### config.mk
export PLATFORM = sky130hd
export DESIGN_NAME = non_restoring_divn
export DESIGN_NICKNAME = d
export VERILOG_FILES = /design/src/rtl/non_restoring_divn.sv
export SDC_FILE = /design/constraint.sdc
export NUM_CORES = 1
export LEC_CHECK = 0
export ABC_AREA = 1
export CAP_MARGIN = 5
export CORE_MARGIN = 2
export CORE_UTILIZATION = 62
export DETAILED_ROUTE_END_ITERATION = 10
export GPL_TIMING_DRIVEN = 0
export PLACE_DENSITY = 0.95
export SYNTH_ARGS = -nofsm -noshare
export SYNTH_HDL_FRONTEND = slang
export SYNTH_SLANG_ARGS = --single-unit
### constraint.sdc
create_clock -name CLK -period 6.2 [get_ports CLK]
set_clock_uncertainty 0.2 [all_clocks]
set_input_delay 1.24 -clock CLK [delete_from_list [all_inputs] [get_ports CLK]]
set_output_delay 1.24 -clock CLK [all_outputs]
set_load 0.005 [all_outputs]
### src/rtl/non_restoring_divn.sv
// Sequential non-restoring divider, one quotient bit per clock.
// Signed or unsigned by parameter; flags divide-by-zero and MIN/-1 overflow.
module non_restoring_divn #(
    parameter int WIDTH  = 8,
    parameter bit SIGNED = 1'b1
) (
    input  logic             CLK,
    input  logic             RESET,
    input  logic             bgn,
    input  logic [WIDTH-1:0] ibusa,
    input  logic [WIDTH-1:0] ibusb,
    output logic             busy,
    output logic             stop,
    output logic [WIDTH-1:0] quotient,
    output logic [WIDTH-1:0] remainder,
    output logic             dbz,
    output logic             ovf
);

    localparam int CW = (WIDTH > 2) ? $clog2(WIDTH) : 1;
    localparam logic [CW-1:0] LAST = CW'(WIDTH - 1);
    localparam logic [WIDTH-1:0] MIN_VAL = {1'b1, {(WIDTH-1){1'b0}}};

    typedef enum logic [1:0] {
        IDLE,
        ITER,
        CORR,
        FIX
    } state_t;

    state_t state;
    state_t state_nxt;

    logic [WIDTH:0]   acc;
    logic [WIDTH-1:0] quo;
    logic [WIDTH-1:0] mag_b;
    logic [CW-1:0]    cnt;
    logic             neg_q;
    logic             neg_r;
    logic             dz_p;
    logic             ovf_p;

    logic             sign_a;
    logic             sign_b;
    logic             zero_b;
    logic [WIDTH-1:0] mag_a_in;
    logic [WIDTH-1:0] mag_b_in;
    logic [WIDTH:0]   shifted;
    logic [WIDTH:0]   step;

    assign busy = (state != IDLE);

    // Operand magnitudes and the add/subtract step of one iteration.
    always_comb begin
        sign_a   = SIGNED && ibusa[WIDTH-1];
        sign_b   = SIGNED && ibusb[WIDTH-1];
        zero_b   = (ibusb == '0);
        mag_a_in = sign_a ? (~ibusa + 1'b1) : ibusa;
        mag_b_in = sign_b ? (~ibusb + 1'b1) : ibusb;
        shifted  = {acc[WIDTH-1:0], quo[WIDTH-1]};
        if (acc[WIDTH])
            step = shifted + {1'b0, mag_b};
        else
            step = shifted - {1'b0, mag_b};
    end

    // Next-state logic; a zero divisor skips straight to the result stage.
    always_comb begin
        state_nxt = state;
        unique case (state)
            IDLE: if (bgn) state_nxt = zero_b ? FIX : ITER;
            ITER: if (cnt == LAST) state_nxt = CORR;
            CORR: state_nxt = FIX;
            FIX:  state_nxt = IDLE;
            default: state_nxt = IDLE;
        endcase
    end

    // State register.
    always_ff @(posedge CLK) begin
        if (RESET)
            state <= IDLE;
        else
            state <= state_nxt;
    end

    // Datapath: capture, iterate, restore, then publish signed results.
    always_ff @(posedge CLK) begin
        if (RESET) begin
            acc       <= '0;
            quo       <= '0;
            mag_b     <= '0;
            cnt       <= '0;
            neg_q     <= 1'b0;
            neg_r     <= 1'b0;
            dz_p      <= 1'b0;
            ovf_p     <= 1'b0;
            stop      <= 1'b0;
            quotient  <= '0;
            remainder <= '0;
            dbz       <= 1'b0;
            ovf       <= 1'b0;
        end else begin
            stop <= 1'b0;
            unique case (state)
                IDLE: begin
                    if (bgn) begin
                        acc   <= '0;
                        cnt   <= '0;
                        mag_b <= mag_b_in;
                        neg_q <= sign_a ^ sign_b;
                        neg_r <= sign_a;
                        dz_p  <= zero_b;
                        ovf_p <= SIGNED && (ibusa == MIN_VAL) && (ibusb == '1);
                        quo   <= zero_b ? ibusa : mag_a_in;
                    end
                end
                ITER: begin
                    acc <= step;
                    quo <= {quo[WIDTH-2:0], ~step[WIDTH]};
                    cnt <= cnt + 1'b1;
                end
                CORR: begin
                    if (acc[WIDTH])
                        acc <= acc + {1'b0, mag_b};
                end
                FIX: begin
                    stop <= 1'b1;
                    dbz  <= dz_p;
                    ovf  <= ovf_p;
                    if (dz_p) begin
                        quotient  <= '1;
                        remainder <= quo;
                    end else begin
                        quotient  <= neg_q ? (~quo + 1'b1) : quo;
                        remainder <= neg_r ? (~acc[WIDTH-1:0] + 1'b1)
                                           : acc[WIDTH-1:0];
                    end
                end
                default: ;
            endcase
        end
    end

endmodule
==> results of run 1 <==
-- power breakdown --
group          internal (mW)  switching, mW  total (mW)
sequential             0.415         0.0818       0.496
combinational          0.345          0.574       0.920
clock                 0.0826          0.123       0.206
total                  0.842          0.780        1.62
-- kinds of logic (layout without fill, tap and decap cells) --
logic type | Yosys count | after routing | share of synthesized area
and+or+nand+nor | 238 | 238 | 0.279
AOI/OAI and AO/OA | 133 | 133 | 0.202
buffers and inverters | 91 | 136 | 0.0982
DFF | 53 | 53 | 0.281
adders and majority gates | 31 | 31 | 0.107
xor gates and xnor gates | 14 | 14 | 0.0325
-- cell type report --
type,count,area [sq um]
Timing Repair Buffer,37,370
Sequential cell,53,1060
Buffer,17,92.6
Fill cell,453,1560
Clock buffer,5,68.8
Multi-Input combinational cell,416,2340
Tap cell,75,93.8
Inverter,74,278
Clock inverter,3,25.0
-- state kept, by name, summed over array words and instances, names as in the netlist --
signal / flops
neg_q: 1
neg_r: 1
stop: 1
quo: 8
dbz: 1
quotient: 8
state: 2
ovf_p: 1
dz_p: 1
remainder: 8
acc: 9
ovf: 1
mag_b: 8
cnt: 3
-- worst max-delay path by stage --
| stage | from | to | slack (ns) | cells past startpoint |
|---|---|---|---|---|
| final | state[0] | busy | 3.07 | 4 |
| after global routing | state[0] | busy | 3.02 | 4 |
| after CTS | state[0] | busy | 3.07 | 4 |
| after detailed placement | ibusb[0] | quo[2] | 2.93 | 11 |
| after global placement | ibusb[0] | quo[2] | 2.98 | 11 |
| after floorplan | ibusb[1] | quo[2] | 3.67 | 10 |
-- stage by stage --
stage | cell area [sq um] | utilization | setup slack [ns] | power (mW) | instances
detailed placement | 4240 | 0.720 | 2.93 | 1.39 | 672
global placement | 4240 | 0.720 | 2.98 | 1.35 | 672
finish | 4330 | 0.736 | 3.07 | 1.62 | 680
floorplan | 3770 | - | 3.67 | 1.15 | 560
global route | 4330 | 0.736 | 3.02 | 1.75 | 680
CTS | 4330 | 0.736 | 3.07 | 1.60 | 680
-- cells in the mapped netlist, types with 2 or more instances --
cell	instances
sky130_fd_sc_hd__buf_2	2
sky130_fd_sc_hd__buf_6	2
sky130_fd_sc_hd__nand3b_1	10
sky130_fd_sc_hd__nor2_2	2
sky130_fd_sc_hd__buf_4	3
sky130_fd_sc_hd__nor3_1	5
sky130_fd_sc_hd__fa_1	2
sky130_fd_sc_hd__o211ai_1	5
sky130_fd_sc_hd__o221ai_1	2
sky130_fd_sc_hd__dfxtp_1	53
sky130_fd_sc_hd__o21ai_2	2
sky130_fd_sc_hd__clkbuf_1	10
sky130_fd_sc_hd__nand3_1	42
sky130_fd_sc_hd__or2_2	2
sky130_fd_sc_hd__a31oi_1	7
sky130_fd_sc_hd__inv_1	67
sky130_fd_sc_hd__a21oi_1	59
sky130_fd_sc_hd__inv_2	7
sky130_fd_sc_hd__a21oi_2	2
sky130_fd_sc_hd__nand2_1	130
sky130_fd_sc_hd__ha_1	29
sky130_fd_sc_hd__nand4_1	10
sky130_fd_sc_hd__a211oi_1	2
sky130_fd_sc_hd__xnor2_1	2
sky130_fd_sc_hd__o21ai_0	45
sky130_fd_sc_hd__xor2_1	12
sky130_fd_sc_hd__nor2_1	31
-- layer usage --
metal  share of wire  vias up  GRT usage  routed length [um]
met4           0.032        0      0.137                 321
met1            0.43     1835      0.376                4310
met2            0.48      155      0.511                4810
met5               0        -          0                   0
met3           0.054       34     0.0440                 539
li1                -     1970          -                   -
-- worst min-delay path, cell delays in order (launching register included) --
cell,delay (ns)
sky130_fd_sc_hd__dfxtp_1,0.33
sky130_fd_sc_hd__nand2_1,0.06
sky130_fd_sc_hd__a21oi_1,0.05
==> Flow_metrics.wiki, run 1 <==
{| class="wikitable"
! Metric !! Value
|-
| Result of the run || completed
|-
| Clock tree from TritonCTS || yes
|-
| Worst R2R Start || mag_b[0]
|-
| Antenna diode instance count || 0
|-
| Die boundary width || 82.0 um
|-
| Routed via count || 3,994
|-
| Clock transition at the registers of the reported paths || 0.10 ns
|-
| Count of standard-cell rows || 28
|-
| Hold Path Origin || cnt[2]
|-
| Commonest cells after routing, fill and taps aside || sky130_fd_sc_hd__nand2_1, sky130_fd_sc_hd__inv_1, sky130_fd_sc_hd__a21oi_1
|-
| Initial core utilization || 0.641
|-
| Count of max-cap constraint violations || 0
|-
| Maximum number of pins on one net before global-route repair || 19
|-
| Clock tree buffer depth || 2
|-
| Largest fanout of any net on the critical path || 5
|-
| Mean area per synthesized cell || 6.73 sq um
|-
| Number of flops mapped to enable cells by yosys || 0
|-
| Global-route wire length before repair || 15,700 um
|-
| Most frequent standard cell in the layout excluding fill and tap cells || sky130_fd_sc_hd__nand2_1
|-
| Number of nets in the final layout || 654
|-
| Count of buffering cells on the critical path with inverters included || 3
|-
| Max transition margin || 0.637
|-
| Critical setup path kind || register to output port
|-
| Synthesized Nets || 610
|-
| Share of layout cells above drive strength 1 || 0.0612
|-
| Final routed wire length divided by cell count || 14.7 um
|-
| Max IR drop VDD || 0.000269 V
|-
| DRT iter0 DRCs || 345
|-
| Minimum period implied by the final worst setup slack || 3.13 ns
|-
| Share of the yosys chip area belonging to registers || 0.281
|-
| GRT Overall Usage || 0.301
|-
| Antenna violations before repair || 0
|-
| Count of cells resized by post-cts repair || 0
|-
| Post-route clock period utilization || 0.506
|-
| Count of synthesis-stage warnings from yosys || 0
|-
| Area added between synthesis and finish || 14.8%
|-
| Share of Yosys cell area claimed by the top area cell type || 0.281
|-
| Setup total negative slack || 0 ns
|-
| Unrepaired setup endpoints after global routing || false
|-
| Post-DP HPWL || 7850 um
|-
| Clock Root Buffer || sky130_fd_sc_hd__clkbuf_8
|-
| Final Hold Violating Endpoints || 0
|-
| Hold Path End || cnt[2]
|-
| R2r setup slk || 3.54 ns
|-
| Final hold slack || 0.280 ns
|-
| Endpoint of the lowest-slack register-to-register path || acc[8]
|-
| Clock latency reported for the late side of the worst-skew pair || 0.32 ns
|-
| Lkg Pwr || 1.98 nW
|-
| Yosys reg bits || 53
|-
| DR pass1 iterations || 6
|-
| Crit path launch type || register
|-
| Detailed-route vias per instance || 5.87
|-
| Post-synthesis cell area || 3770 sq um
|-
| Prevailing post-synth register cell || sky130_fd_sc_hd__dfxtp_1
|-
| Vias in the first global route || 3,592
|-
| Required time at the worst-slack endpoint || 4.76 ns
|-
| Fraction of registers with async set or reset after synthesis || 0
|-
| DIE HEIGHT || 82.0 um
|-
| Area contributors post-synth || sky130_fd_sc_hd__dfxtp_1, sky130_fd_sc_hd__nand2_1, sky130_fd_sc_hd__ha_1
|-
| # H-tree levels || 2
|-
| Post-detailed-route DRC marker count || 0
|-
| Cells on worst reg2reg path || 16
|-
| Yosys cell types || 42
|-
| Post-synthesis cell count || 560
|-
| Routability congestion estimate || 0.920
|-
| Total wire length || 9980 um
|-
| CTS sink count || 53
|-
| Series of cell instances along the critical path || inv_1, ha_1, inv_2, clkdlybuf4s50_1
|-
| Total clock buffers created by CTS || 5
|-
| # Post-CTS Setup Buffers || 0
|-
| Worst EP arrival || 1.69 ns
|-
| Number of instances on the worst hold path || 2
|-
| Number of port buffers || 37
|-
| Least-Margin Pin Slew || 0.545 ns
|-
| Classification of the worst-slack hold path || register to register
|-
| Library cell occupying the most area in the post-synthesis netlist || sky130_fd_sc_hd__dfxtp_1
|-
| Placeable core region || 5890 sq um
|-
| Critical-path top delay cell || sky130_fd_sc_hd__clkdlybuf4s50_1
|-
| Floorplan die area || 6720 sq um
|-
| Number of nets with antenna violations after routing || 0
|-
| Final number of setup-violating endpoints || 0
|-
| I/O pin count || 39
|-
| Type of destination of the critical path || output port
|-
| Crit path max-delay family || buffers and inverters
|-
| PD cells || 375 nW/um^2
|-
| CTS Hold Buffers Added || 0
|-
| Number of max-slew violations in the final report || 0
|-
| Critical path's largest stage delay || 0.50 ns
|-
| Grt ovf || 0
|-
| Peak Freq || 319 MHz
|}
No activity file was read; power rests on OpenSTA's default activity.
==> run 2, diff against run 1 <==
--- a/config.mk
+++ b/config.mk
@@ -8,10 +8,10 @@
 export ABC_AREA = 1
 export CAP_MARGIN = 5
 export CORE_MARGIN = 2
-export CORE_UTILIZATION = 62
+export CORE_UTILIZATION = 58
 export DETAILED_ROUTE_END_ITERATION = 10
 export GPL_TIMING_DRIVEN = 0
-export PLACE_DENSITY = 0.95
+export PLACE_DENSITY = 0.92
 export SYNTH_ARGS = -nofsm -noshare
 export SYNTH_HDL_FRONTEND = slang
 export SYNTH_SLANG_ARGS = --single-unit
==> constraint.sdc (replaced) <==
create_clock -name CLK -period 3.1 [get_ports CLK]
set_clock_uncertainty 0.2 [all_clocks]
set_input_delay 0.62 -clock CLK [delete_from_list [all_inputs] [get_ports CLK]]
set_output_delay 0.62 -clock CLK [all_outputs]
set_load 0.005 [all_outputs]
==> run 2 against run 1 <==
First-iteration DRC count rose by 4.1%. Final cell count rose by 0.29%. Register-to-register slack got worse by 3.1 ns. Final area fell by 0.12%. Critical path depth rose by 12. Setup slack got worse by 2.6 ns. Combinational power rose by 99%. Clock power rose by 93%. Sequential power rose by 100%. Global-route usage fell by 0.92 points. Utilization fell by 5.1 points. Critical path type is now register to register. Largest power group unchanged. Highest routed layer unchanged.
==> Flow_metrics.wiki, run 2 (same netlist as run 1, synthesis figures left out) <==
{| class="wikitable"
! Metric !! Value
|-
| Setup total negative slack || 0 ns (unchanged)
|-
| Commonest cells after routing, fill and taps aside || sky130_fd_sc_hd__nand2_1, sky130_fd_sc_hd__inv_1, sky130_fd_sc_hd__a21oi_1
|-
| Endpoint of the lowest-slack register-to-register path || acc[8]
|-
| Final Worst Setup Slack || 0.478 ns (-2.59 ns)
|-
| Peak Freq || 381 MHz
|-
| Hold Path End || cnt[1]
|-
| Pre-CTS setup slack || 0.377 ns (-2.55 ns)
|-
| Post-route cell area || 4320 sq um (-0.12%)
|-
| Number of nets with antenna violations after routing || 0 (unchanged)
|-
| Number of instances on the worst hold path || 2 (unchanged)
|-
| # Post-CTS Setup Buffers || 0 (unchanged)
|-
| Utilization of the core after routing || 0.685 (-0.0506)
|-
| Result of the run || completed
|-
| Clock transition at the registers of the reported paths || 0.10 ns (about the same)
|-
| GRT Overall Usage || 0.292 (-0.00918)
|-
| Global-route wire length before repair || 17,100 um (+8.9%)
|-
| Clock tree buffer depth || 2 (unchanged)
|-
| Routability congestion estimate || 0.934 (+1.4%)
|-
| Lkg Pwr || 1.98 nW (about the same)
|-
| PD cells || 745 nW/um^2 (+99%)
|-
| Classification of the worst-slack hold path || register to register
|-
| Startpoint of the worst setup timing path || mag_b[1]
|-
| Worst EP arrival || 2.68 ns (+0.99 ns)
|-
| Clock latency reported for the late side of the worst-skew pair || 0.32 ns (about the same)
|-
| I/O pin count || 39 (unchanged)
|-
| Count of cells resized by post-cts repair || 0 (unchanged)
|-
| Clock tree from TritonCTS || yes
|-
| Final Hold Violating Endpoints || 0 (unchanged)
|-
| Least-Margin Pin Slew || 0.530 ns (-0.0142 ns)
|-
| Total clock buffers created by CTS || 5 (unchanged)
|-
| Number of nets in the final layout || 654 (unchanged)
|-
| Area added between synthesis and finish || 14.7%
|-
| Series of cell instances along the critical path || inv_1, ha_1, nand2_1, nand2_1, nand2_1, xor2_1, ha_1, nand2_1, inv_1, a21oi_1, nand2_1, nand3_1, nand3_1, nand2_1, nand2_1, a21oi_1
|-
| Number of max-slew violations in the final report || 0 (unchanged)
|-
| DR pass1 iterations || 6 (unchanged)
|-
| CTS Hold Buffers Added || 0 (unchanged)
|-
| DRT iter0 DRCs || 359 (+4.1%)
|-
| Detailed-route vias per instance || 5.91 (+0.56%)
|-
| Count of filler cells inserted in the layout || 514 (+13%)
|-
| Unrepaired setup endpoints after global routing || false
|-
| Crit path top cell by count || sky130_fd_sc_hd__nand2_1
|-
| Routed via count || 4,028 (+0.85%)
|-
| Cells on worst reg2reg path || 16 (unchanged)
|-
| Worst R2R Start || mag_b[1]
|-
| Required time at the worst-slack endpoint || 3.16 ns (-1.60 ns)
|-
| Levels on crit path || 16 (+12)
|-
| Area of placed instances || 4240 sq um (about the same)
|-
| Post-route clock period utilization || 0.846
|-
| Critical-path top delay cell || sky130_fd_sc_hd__dfxtp_1
|-
| Register with the most flip-flops || acc
|-
| Hold Path Origin || cnt[1]
|-
| Max transition margin || 0.646 (+0.00948)
|-
| Flip-flop count of the largest register, all copies and words added || 9 (unchanged)
|-
| Crit path max-delay family || simple AND/OR/NAND/NOR gates
|-
| Final routed wire length divided by cell count || 14.8 um (+0.70%)
|-
| DIE HEIGHT || 84.6 um (+3.2%)
|-
| Crit path launch type || register
|-
| Post-DP HPWL || 7860 um (+0.10%)
|-
| Minimum period implied by the final worst setup slack || 2.62 ns
|-
| Count of buffering cells on the critical path with inverters included || 2 (-1)
|-
| Antenna diode instance count || 0 (unchanged)
|-
| R2r setup slk || 0.48 ns (-3.06 ns)
|-
| Vias in the first global route || 3,754 (+4.5%)
|-
| Critical path's largest stage delay || 0.39 ns (-0.11 ns)
|-
| Clock Root Buffer || sky130_fd_sc_hd__clkbuf_8
|-
| CTS sink count || 53 (unchanged)
|-
| Most frequent standard cell in the layout excluding fill and tap cells || sky130_fd_sc_hd__nand2_1
|-
| Type of destination of the critical path || register
|-
| Count of max-cap constraint violations || 0 (unchanged)
|-
| Share of layout cells above drive strength 1 || 0.0595 (-0.00165)
|-
| Floorplan die area || 7160 sq um (+6.6%)
|-
| Count of standard-cell rows || 29 (+3.6%)
|-
| Critical setup path kind || register to register
|-
| Largest fanout of any net on the critical path || 4 (-1)
|-
| Max IR drop VDD || 0.000606 V (+130%)
|-
| Total wire length || 10,100 um (+0.99%)
|-
| Die boundary width || 84.6 um (+3.2%)
|-
| Final number of setup-violating endpoints || 0 (unchanged)
|-
| Grt ovf || 0 (unchanged)
|-
| Antenna violations before repair || 0 (unchanged)
|-
| Maximum number of pins on one net before global-route repair || 17 (-2)
|-
| Number of port buffers || 37 (unchanged)
|-
| Post-detailed-route DRC marker count || 0 (unchanged)
|-
| # H-tree levels || 2 (unchanged)
|-
| Initial core utilization || 0.597 (-0.0434)
|-
| Placeable core region || 6310 sq um (+7.3%)
|}
[run 2: changes by cell type in the layout (fill, tap and decap cells not counted), sizes merged]
| cell | delta |
|---|---|
| clkinv | +1 |
| inv | -1 |
| clkinvlp | -1 |
| clkbuf | +1 |
[run 2: through the flow]
| step | power (mW) | instances | hold slack, ns |
|---|---|---|---|
| after floorplan | 2.29 | 560 | 0.243 |
| after global placement | 2.69 | 674 | 0.251 |
| after detailed placement | 2.78 | 674 | 0.259 |
| after CTS | 3.19 | 682 | 0.275 |
| after global routing | 3.49 | 682 | 0.297 |
| final | 3.22 | 682 | 0.275 |
[run 2: per-layer routing]
metal | vias up | part of all wire | GRT usage
li1 | 1956 | - | -
met1 | 1871 | 0.42 | 0.366
met2 | 171 | 0.49 | 0.503
met3 | 30 | 0.058 | 0.0403
met4 | 0 | 0.029 | 0.121
met5 | - | 0 | 0
[run 2: final cells by class]
type | instances | area (sq um) | share of cell area
sequential | 53 | 1060 | 0.245
buffer | 17 | 92.6 | 0.0214
tap | 77 | 96.3 | 0.0223
multi-input combinational | 416 | 2340 | 0.541
timing repair buffer | 37 | 370 | 0.0856
clock inverter | 2 | 13.8 | 0.00318
inverter | 74 | 278 | 0.0642
clock buffer | 6 | 72.6 | 0.0168
[run 2: worst reg2reg max path, stage by stage (launching register included)]
cell and delay (ns):
sky130_fd_sc_hd__dfxtp_1 0.39, sky130_fd_sc_hd__inv_1 0.10, sky130_fd_sc_hd__ha_1 0.20, sky130_fd_sc_hd__nand2_1 0.07, sky130_fd_sc_hd__nand2_1 0.11, sky130_fd_sc_hd__nand2_1 0.10
sky130_fd_sc_hd__xor2_1 0.24, sky130_fd_sc_hd__ha_1 0.30, sky130_fd_sc_hd__nand2_1 0.09, sky130_fd_sc_hd__inv_1 0.04, sky130_fd_sc_hd__a21oi_1 0.14, sky130_fd_sc_hd__nand2_1 0.09
sky130_fd_sc_hd__nand3_1 0.07, sky130_fd_sc_hd__nand3_1 0.15, sky130_fd_sc_hd__nand2_1 0.11, sky130_fd_sc_hd__nand2_1 0.06, sky130_fd_sc_hd__a21oi_1 0.11
[run 2: worst max-delay path by stage]
stage,endpoint,slack (ns)
global route,acc[8],0.25
finish,acc[8],0.48
detailed placement,quo[2],0.38
floorplan,acc[8],0.89
CTS,acc[8],0.51
global placement,quo[2],0.50
[run 2: power by group]
group / total [mW] / switching [mW] / internal, mW
Clock: 0.397 / 0.236 / 0.162
Combinational: 1.83 / 1.14 / 0.691
Sequential: 0.992 / 0.163 / 0.829
==> run 3, diff against run 2 <==
==> constraint.sdc (replaced) <==
create_clock -name CLK -period 2.6 [get_ports CLK]
set_clock_uncertainty 0.2 [all_clocks]
set_input_delay 0.52 -clock CLK [delete_from_list [all_inputs] [get_ports CLK]]
set_output_delay 0.52 -clock CLK [all_outputs]
set_load 0.005 [all_outputs]
==> run 3 against run 2 <==
Worst hold slack improved by 0.0012 ns. Critical path type unchanged. Largest cell class unchanged. Die area unchanged. Final cell count unchanged.
==> Flow_metrics.wiki, run 3 (same netlist as run 1, synthesis figures left out) <==
{| class="wikitable"
! Metric !! Value
|-
| Result of the run || completed
|-
| # Post-CTS Setup Buffers || 0 (unchanged)
|-
| Met3 global-route usage || 0.0403 (unchanged)
|-
| Final Hold Violating Endpoints || 0 (unchanged)
|-
| Share of layout cells above drive strength 1 || 0.0727 (+0.0132)
|-
| Total wire length || 10,200 um (+1.0%)
|-
| Floorplan die area || 7160 sq um (unchanged)
|-
| DIE HEIGHT || 84.6 um (unchanged)
|-
| Utilization of the core after routing || 0.689 (+0.00456)
|-
| Global-route wire length before repair || 17,100 um (unchanged)
|-
| # H-tree levels || 2 (unchanged)
|-
| GRT Overall Usage || 0.292 (unchanged)
|-
| DR pass1 iterations || 7 (+1)
|-
| Part of the power in registers || 0.305 (-0.003)
|-
| Clock tree buffer depth || 2 (unchanged)
|-
| Die boundary width || 84.6 um (unchanged)
|-
| Crit path launch type || register
|-
| Flip-flop count of the largest register, all copies and words added || 9 (unchanged)
|-
| Clock latency reported for the late side of the worst-skew pair || 0.32 ns (about the same)
|-
| Final routed wire length divided by cell count || 14.9 um (+1.0%)
|-
| Register with the most flip-flops || acc
|-
| Internal cell power || 2.02 mW (+20%)
|-
| Type of destination of the critical path || register
|-
| Antenna violations before repair || 0 (unchanged)
|-
| Detailed-route vias per instance || 5.90 (about the same)
|-
| Least-Margin Pin Slew || 0.565 ns (+0.0348 ns)
|-
| Most frequent standard cell in the layout excluding fill and tap cells || sky130_fd_sc_hd__nand2_1
|-
| Max transition margin || 0.623 (-0.0232)
|-
| Initial core utilization || 0.597 (unchanged)
|-
| Share of power burned in the clock network || 0.124 (about the same)
|-
| Number of nets with antenna violations after routing || 0 (unchanged)
|-
| Clock tree from TritonCTS || yes
|-
| Vias in the first global route || 3,754 (unchanged)
|-
| Number of port buffers || 37 (unchanged)
|-
| NetSw || 1.87 mW (+21%)
|-
| Placeable core region || 6310 sq um (unchanged)
|-
| Met1 Usage GRT || 0.366 (unchanged)
|-
| Unrepaired setup endpoints after global routing || false
|-
| Minimum period implied by the final worst setup slack || 2.44 ns (-0.177 ns)
|-
| Total clock buffers created by CTS || 5 (unchanged)
|-
| Most utilized layer in the global route result || met2
|-
| DRT iter0 DRCs || 305 (-15%)
|-
| Lkg Pwr || 1.98 nW (+0.12%)
|-
| Pre-CTS setup slack || -0.0226 ns (-0.400 ns)
|-
| Routability congestion estimate || 0.934 (unchanged)
|-
| Met2 routing resource usage after global routing || 0.503 (unchanged)
|-
| Clock Root Buffer || sky130_fd_sc_hd__clkbuf_8
|-
| Commonest cells after routing, fill and taps aside || sky130_fd_sc_hd__nand2_1, sky130_fd_sc_hd__inv_1, sky130_fd_sc_hd__a21oi_1
|-
| Number of max-slew violations in the final report || 0 (unchanged)
|-
| Worst EP arrival || 2.44 ns (-0.24 ns)
|-
| Switching part of the total || 0.480 (+0.00242)
|-
| Post-detailed-route DRC marker count || 0 (unchanged)
|-
| Critical setup path kind || register to register
|-
| Antenna diode instance count || 0 (unchanged)
|-
| Routed via count || 4,024 (-0.099%)
|-
| PD cells || 893 nW/um^2 (+20%)
|-
| I/O pin count || 39 (unchanged)
|-
| Grt ovf || 0 (unchanged)
|-
| Share of total power in combinational logic || 0.571 (+0.002)
|-
| Maximum number of pins on one net before global-route repair || 17 (unchanged)
|-
| Final number of setup-violating endpoints || 0 (unchanged)
|-
| CTS sink count || 53 (unchanged)
|-
| Post-DP HPWL || 7860 um (unchanged)
|-
| Final Worst Setup Slack || 0.155 ns (-0.323 ns)
|-
| CTS Hold Buffers Added || 0 (unchanged)
|-
| Peak Freq || 409 MHz (+7.3%)
|-
| Final hold slack || 0.276 ns (+0.00121 ns)
|-
| Clock transition at the registers of the reported paths || 0.10 ns (about the same)
|-
| Area added between synthesis and finish || 15.4%
|-
| Number of nets in the final layout || 654 (unchanged)
|-
| Count of standard-cell rows || 29 (unchanged)
|-
| Post-route clock period utilization || 0.940 (+0.0945)
|-
| Largest fanout of any net on the critical path || 4 (unchanged)
|-
| Setup total negative slack || 0 ns (unchanged)
|-
| Total design power || 3.89 mW (+21%)
|-
| Count of max-cap constraint violations || 0 (unchanged)
|-
| Classification of the worst-slack hold path || register to register
|-
| Max IR drop VDD || 0.000715 V (+18%)
|-
| Required time at the worst-slack endpoint || 2.60 ns (-0.56 ns)
|}
==> run 3: cell counts in the layout (fill, tap and decap cells not counted) <==
No cell type changed its count.
==> run 3: metrics by stage <==
step                      instance area, sq um  cells
final                                     4350    682
after global routing                      4350    682
after CTS                                 4320    682
after detailed placement                  4240    674
after global placement                    4240    674
after floorplan                           3770    560
==> run 3: path summary, 6_finish.rpt <==
kind                  from     end  slack (ns)  depth (start not counted)
setup / recovery  mag_b[1]  acc[8]        0.16                         15
hold / removal      cnt[1]  cnt[1]        0.28                          2
setup reg to reg  mag_b[1]  acc[8]        0.16                         15
hold reg to reg     cnt[1]  cnt[1]        0.28                          2
==> run 3: layout make-up <==
class / instances / area, sq um
clock buffer: 6 / 72.6
inverter: 74 / 278
timing repair buffer: 37 / 370
clock inverter: 2 / 13.8
multi-input combinational: 416 / 2360
buffer: 17 / 92.6
sequential: 53 / 1070
fill: 512 / 1960
tap: 77 / 96.3
==> run 3: power by group through the flow <==
stage / logic [mW] / registers (mW) / clock network [mW]
3_3_place_gp: 2.03 / 1.18 / 0
4_1_cts: 2.15 / 1.17 / 0.481
3_5_place_dp: 2.13 / 1.19 / 0
6_report: 2.22 / 1.19 / 0.481
2_1_floorplan: 1.60 / 1.13 / 0
5_1_grt: 2.49 / 1.21 / 0.512
==> run 3: worst max-delay path, stage by stage (launching register included) <==
cell                      delay [ns]
sky130_fd_sc_hd__dfxtp_2        0.37
sky130_fd_sc_hd__inv_1          0.08
sky130_fd_sc_hd__ha_1           0.28
sky130_fd_sc_hd__nand2_1        0.07
sky130_fd_sc_hd__o21ai_0        0.17
sky130_fd_sc_hd__fa_2           0.43
sky130_fd_sc_hd__nand3_1        0.08
sky130_fd_sc_hd__nand2_1        0.11
sky130_fd_sc_hd__nand2_1        0.08
sky130_fd_sc_hd__nand2_1        0.07
sky130_fd_sc_hd__inv_1          0.06
sky130_fd_sc_hd__nand2_1        0.06
sky130_fd_sc_hd__nand3_2        0.09
sky130_fd_sc_hd__nand2_1        0.07
sky130_fd_sc_hd__nand2_1        0.06
sky130_fd_sc_hd__a21oi_1        0.05
==> run 3: what timing repair did <==
item | in CTS | in global routing
hold endpoints to repair | 0 | 0
endpoints found under the setup margin | 0 | 7
resized for setup | 0 | 9
==> run 3: routing by layer <==
layer  vias up  share of wire  routed length (um)
li1       1953              -                   -
met1      1861           0.41                4210
met2       179           0.49                5000
met3        31          0.066                 676
met4         0          0.030                 301
met5         -              0                   0
